**src/rtl/mem_access_seq.sv**
```systemverilog
// mem_access_seq: burst memory-access sequencer running the READ/WRITE + MFC handshake per word with wait-state timeout
module mem_access_seq #(
    parameter int DATA_W    = 16,
    parameter int ADDR_W    = 16,
    parameter int MAX_BURST = 4,
    parameter int LEN_W     = (MAX_BURST > 1) ? $clog2(MAX_BURST) : 1,
    parameter int TIMEOUT   = 15,
    parameter int CNT_W     = (TIMEOUT > 0) ? $clog2(TIMEOUT + 1) : 1
) (
    input  logic              clock,
    input  logic              reset,
    input  logic              req_valid,
    output logic              req_ready,
    input  logic              req_write,
    input  logic [ADDR_W-1:0] req_addr,
    input  logic [LEN_W-1:0]  req_len,
    input  logic [DATA_W-1:0] wr_data,
    output logic              wr_pop,
    output logic              rd_valid,
    output logic [DATA_W-1:0] rd_data,
    output logic              done,
    output logic              error,
    output logic [ADDR_W-1:0] mem_addr,
    output logic [DATA_W-1:0] mem_wdata,
    input  logic [DATA_W-1:0] mem_rdata,
    output logic              read,
    output logic              write,
    input  logic              MFC
);
    typedef enum logic [1:0] {IDLE, WAIT_ACK, RELEASE} state_t;
    localparam logic [LEN_W:0]   MAX_LEN = (LEN_W + 1)'(MAX_BURST - 1);
    localparam logic [CNT_W-1:0] TO_LAST = CNT_W'((TIMEOUT == 0) ? 0 : TIMEOUT - 1);
    state_t state_q, state_d;
    logic ready_q, ready_d, dir_q, dir_d, read_q, read_d, write_q, write_d;
    logic pop_q, pop_d, rv_q, rv_d, done_q, done_d, err_q, err_d;
    logic [LEN_W:0] beats_q, beats_d;
    logic [CNT_W-1:0] wait_q, wait_d;
    logic [ADDR_W-1:0] addr_q, addr_d;
    logic [DATA_W-1:0] wdata_q, wdata_d, rdata_q, rdata_d;
    logic timeout;
    assign timeout = (TIMEOUT != 0) && (wait_q == TO_LAST);
    always_comb begin
        state_d = state_q;
        dir_d   = dir_q;
        read_d  = read_q;
        write_d = write_q;
        pop_d   = 1'b0;
        rv_d    = 1'b0;
        done_d  = 1'b0;
        err_d   = 1'b0;
        beats_d = beats_q;
        wait_d  = wait_q;
        addr_d  = addr_q;
        wdata_d = wdata_q;
        rdata_d = rdata_q;
        case (state_q)
            IDLE: if (req_valid) begin
                dir_d   = req_write;
                beats_d = ({1'b0, req_len} > MAX_LEN) ? MAX_LEN : {1'b0, req_len};
                addr_d  = req_addr;
                wdata_d = wr_data;
                read_d  = !req_write;
                write_d = req_write;
                wait_d  = '0;
                state_d = WAIT_ACK;
            end
            WAIT_ACK: if (MFC) begin
                rdata_d = dir_q ? rdata_q : mem_rdata;
                rv_d    = !dir_q;
                pop_d   = dir_q;
                read_d  = 1'b0;
                write_d = 1'b0;
                wait_d  = '0;
                state_d = RELEASE;
            end else if (timeout) begin
                read_d  = 1'b0;
                write_d = 1'b0;
                done_d  = 1'b1;
                err_d   = 1'b1;
                state_d = IDLE;
            end else begin
                wait_d = wait_q + 1'b1;
            end
            RELEASE: if (!MFC && beats_q != '0) begin
                addr_d  = addr_q + 1'b1;
                wdata_d = wr_data;
                read_d  = !dir_q;
                write_d = dir_q;
                beats_d = beats_q - 1'b1;
                wait_d  = '0;
                state_d = WAIT_ACK;
            end else if (!MFC || timeout) begin
                // MFC stuck high past the limit aborts just like a missing ack
                done_d  = 1'b1;
                err_d   = MFC;
                state_d = IDLE;
            end else begin
                wait_d = wait_q + 1'b1;
            end
            default: state_d = IDLE;
        endcase
        ready_d = (state_d == IDLE);
    end
    always_ff @(posedge clock) begin
        if (reset) begin
            state_q <= IDLE;
            ready_q <= 1'b1;
            dir_q   <= 1'b0;
            read_q  <= 1'b0;
            write_q <= 1'b0;
            pop_q   <= 1'b0;
            rv_q    <= 1'b0;
            done_q  <= 1'b0;
            err_q   <= 1'b0;
            beats_q <= '0;
            wait_q  <= '0;
            addr_q  <= '0;
            wdata_q <= '0;
            rdata_q <= '0;
        end else begin
            state_q <= state_d;
            ready_q <= ready_d;
            dir_q   <= dir_d;
            read_q  <= read_d;
            write_q <= write_d;
            pop_q   <= pop_d;
            rv_q    <= rv_d;
            done_q  <= done_d;
            err_q   <= err_d;
            beats_q <= beats_d;
            wait_q  <= wait_d;
            addr_q  <= addr_d;
            wdata_q <= wdata_d;
            rdata_q <= rdata_d;
        end
    end
    assign req_ready = ready_q;
    assign read      = read_q;
    assign write     = write_q;
    assign wr_pop    = pop_q;
    assign rd_valid  = rv_q;
    assign done      = done_q;
    assign error     = err_q;
    assign mem_addr  = addr_q;
    assign mem_wdata = wdata_q;
    assign rd_data   = rdata_q;
endmodule

```
**config.mk**
```make
export PLATFORM = sky130hd
export DESIGN_NAME = mem_access_seq
export DESIGN_NICKNAME = d
export VERILOG_FILES = /design/src/rtl/mem_access_seq.sv
export SDC_FILE = /design/constraint.sdc
export NUM_CORES = 1
export LEC_CHECK = 0
export ABC_AREA = 1
export CAP_MARGIN = 20
export CELL_PAD_IN_SITES_DETAIL_PLACEMENT = 1
export CELL_PAD_IN_SITES_GLOBAL_PLACEMENT = 1
export CORE_ASPECT_RATIO = 0.8
export CORE_MARGIN = 2
export CORE_UTILIZATION = 31
export DETAILED_ROUTE_END_ITERATION = 8
export PLACE_DENSITY_LB_ADDON = 0.1
export SLEW_MARGIN = 20
export SYNTH_ARGS = -nofsm -noshare
export SYNTH_HDL_FRONTEND = slang
export SYNTH_SLANG_ARGS = --single-unit
```
**constraint.sdc**
```tcl
create_clock -name clock -period 2.2 [get_ports clock]
set_clock_uncertainty 0.15 [all_clocks]
set_input_delay 0.55 -clock clock [delete_from_list [all_inputs] [get_ports clock]]
set_output_delay 0.55 -clock clock [all_outputs]
set_load 0.02 [all_outputs]
```
==> Flow_metrics.wiki, run 1 <==
{| class="wikitable"
! Metric !! Value
|-
| Initial Util || 0.321
|-
| Worst slew margin relative to its limit || 0.702
|-
| Most instantiated flip-flop cell in the synthesis netlist || dfxtp_1
|-
| Max clock buf depth || 2
|-
| Number of cells in the design after placement || 698
|-
| Die outline area || 10900 um^2
|-
| CTS tree || yes
|-
| Family with the most delay on the worst path || buffers and inverters
|-
| Number of distinct library cell variants in the gate-level netlist after synthesis || 31
|-
| Final worst path period share || 0.961
|-
| Post-CTS Setup Bufs || 0
|-
| Pleak || 1.94 nW
|-
| HPWL after DPL || 7670 um
|-
| Crit path buf inv count || 1
|-
| Overall routed net length || 10300 um
|-
| Number of flops mapped to enable cells by yosys || 0
|-
| Total clock sinks || 65
|-
| # setup viols final || 0
|-
| Result of the run || completed
|-
| Count of endpoints failing hold in the final timing report || 0
|-
| Critical Path End Type || output port
|-
| Critical setup path kind || reg -> out
|-
| Maximum number of pins on one net before global-route repair || 26
|-
| Slowest stage cell, crit path || clkdlybuf4s50_1
|-
| Max stage delay on crit path || 0.65 ns
|-
| Yosys top cell area share || 0.419
|-
| Post-cts repair resize count || 0
|-
| Layout cell share with drive strength beyond 1 || 0.0796
|-
| Syn_area_per_cell || 6.85 um^2
|-
| Final period demand of the worst path || 2.11 ns
|-
| Min-Delay Path Class || reg -> reg
|-
| Number of max-capacitance violations reported || 0
|-
| Routability congestion estimate from global placement || 0.841
|-
| Post-synth design cell area || 3110 um^2
|-
| Wire length of the first global-routing pass || 16800 um
|-
| Sequential fraction of the synthesis area || 0.419
|-
| Mux cell area share after synthesis || 0
|-
| Fraction of the mapped netlist area in compound gates || 0.158
|-
| Number of antenna-violating nets in the routed design || 0
|-
| Clock-pin slew reported for the worst setup and hold paths after clock tree synthesis || 0.05 ns
|-
| Area share of xor/xnor cells in the synthesized design || 0.00563
|-
| Total Routing Usage GR || 0.198
|-
| Leading post-synthesis cells by cell area || dfxtp_1 (42%), nor2_1 (13%), nand2_1 (10%)
|-
| Share of synthesized registers carrying an async set or reset || 0
|-
| Post-layout total power || 4.18 mW
|-
| Nature of the critical path startpoint || flip-flop
|-
| Row cnt || 32
|-
| Final-layout fill cell count || 1245
|-
| Simple-gate area share of the yosys netlist || 0.303
|-
| Fin nets || 637
|-
| Area of the placeable core || 9690 um^2
|-
| WP data arrival || 1.41 ns
|-
| Dominant combinational cell family by area after synthesis || simple AND/OR/NAND/NOR gates
|-
| Post-route cell area || 4740 um^2
|-
| Number of global-route vias before repair || 3487
|-
| Placement Cell Area || 4410 um^2
|-
| Power Density || 882 nW/um^2
|-
| CTS Hold Bufs || 0
|-
| Setup total negative slack || 0 ns
|-
| Chip height || 93.6 um
|-
| Least-Margin Pin Slew || 0.436 ns
|-
| CTS HTree Levels || 3
|-
| DRC || 0
|-
| Synth Area in Adders || 0.0362
|-
| Iteration count of the initial detailed-routing pass || 4
|-
| Maximum clock frequency || 473 MHz
|-
| Port Buf Inserts || 109
|-
| Avg WL per Cell || 14.5 um
|-
| Data required time at the worst endpoint || 1.50 ns
|-
| ANT cells || 0
|-
| CP Max Fanout || 6
|-
| Mapped Nets || 518
|-
| Library cell with the highest instance count after synthesis || nor2_1
|-
| Unrepaired setup endpoints after global routing || false
|-
| Synth-to-Final Area Change || 52.5%
|-
| Number of storage elements in the synthesis netlist || 65
|-
| Non-Filler Instances || 714
|-
| Starting DRC count in detailed routing || 147
|-
| Synthesized instance count || 454
|-
| Post-detailed-route via-to-cell ratio || 4.73
|-
| Total number of yosys warnings || 0
|-
| Final count of pins violating max slew || 0
|-
| Maximum VDD drop || 0.000411 V
|-
| CTS root buf || clkbuf_16
|-
| Total clock buffers created by CTS || 9
|-
| Number of antenna violations at the first check in global routing || 0
|-
| Die Width || 116 um
|-
| Source-to-sink clock delay at the later pin of the worst-skew pair || 0.33 ns
|-
| Cell type contributing the most total cell area after synthesis || dfxtp_1
|-
| Most instantiated cells after synthesis || nor2_1 (110), nand2_1 (84), dfxtp_1 (65)
|-
| Cell-by-cell trace of the critical path || clkdlybuf4s50_1
|-
| Ports placed on the boundary || 110
|-
| Via Count || 3374
|-
| Grt total ovfl || 0
|}
[per-layer routing]
layer  vias up  track usage  share of wire
met5         -            0              0
met4         0       0.0635          0.016
met3        16       0.0791          0.083
met2        91        0.308           0.43
met1      1565        0.252           0.47
li1       1702            -              -
[state kept, by name (all words and copies together) (netlist names)]
register	cells
write	1
beats_q	3
state_q	2
done	1
error	1
rd_data	16
mem_addr	16
rd_valid	1
wait_q	4
mem_wdata	16
read	1
dir_q	1
wr_pop	1
req_ready	1
[logic make-up (layout without fill, tap and decap cells)]
family          after synthesis  in the layout
compound gates               93             93
buf+inv                      54            178
xor+xnor                      2              2
fa+ha+maj                     9              9
flops                        65             65
simple gates                231            231
[final cells by class]
type,count,area [um^2],area share
inverters,35,134,0.0282
flip-flops and latches,65,1300,0.274
multi-input cells,335,1560,0.330
well taps,136,170,0.0359
repair buffers,127,1240,0.262
clock inverters,4,75.1,0.0158
clock buffers,12,256,0.0541
[where the power goes]
| part | switching (mW) | internal, mW |
|---|---|---|
| clock network | 0.534 | 1.05 |
| logic | 0.638 | 0.516 |
| registers | 0.112 | 1.33 |
[per-stage QoR]
stage | utilization | hold WS [ns] | setup WS (ns)
2_1_floorplan | - | 0.328 | 0.536
3_3_place_gp | 0.455 | 0.310 | 0.0845
3_5_place_dp | 0.455 | 0.323 | -0.0478
4_1_cts | 0.489 | 0.336 | 0.0513
5_1_grt | 0.489 | 0.358 | 0.0336
6_report | 0.489 | 0.328 | 0.0867
[final timing paths]
path / start / end / slack [ns] / depth (start not counted)
worst max-delay path: mem_addr[11] / mem_addr[11] / 0.09 / 1
worst min-delay path: read / read / 0.33 / 2
worst min register to register: read / read / 0.33 / 2
worst max register to register: state_q[0] / beats_q[2] / 0.28 / 10
[cell usage in the layout, fill, tap and decap left out]
cell / count
nor2_1: 110
clkdlybuf4s50_1: 108
nand2_1: 84
dfxtp_1: 65
o21ai_0: 57
inv_1: 31
a21oi_1: 22
nand3_1: 19
buf_4: 17
ha_1: 9
clkbuf_16: 9
nand4_1: 8
o21ai_1: 5
inv_2: 3
nor3_1: 3
nand2_2: 2
a21oi_2: 2
a31oi_1: 2
a211oi_1: 2
xor2_1: 2
clkbuf_8: 2
bufinv_16: 2
clkinvlp_4: 2
o21ai_2: 1
nand2_4: 1
inv_4: 1
a2111oi_0: 1
nor2_4: 1
o31ai_1: 1
nor2_2: 1
or2_2: 1
or2_0: 1
clkbuf_1: 1
dlymetal6s2s_1: 1
buf_12: 1
No activity file was read; power rests on OpenSTA's default activity.
==> inputs of run 2 (changes only) <==
CAP_MARGIN = unset   (was 20)
==> results of run 2 <==
The final DEF is identical to that of run 1; final timing and power are the same.
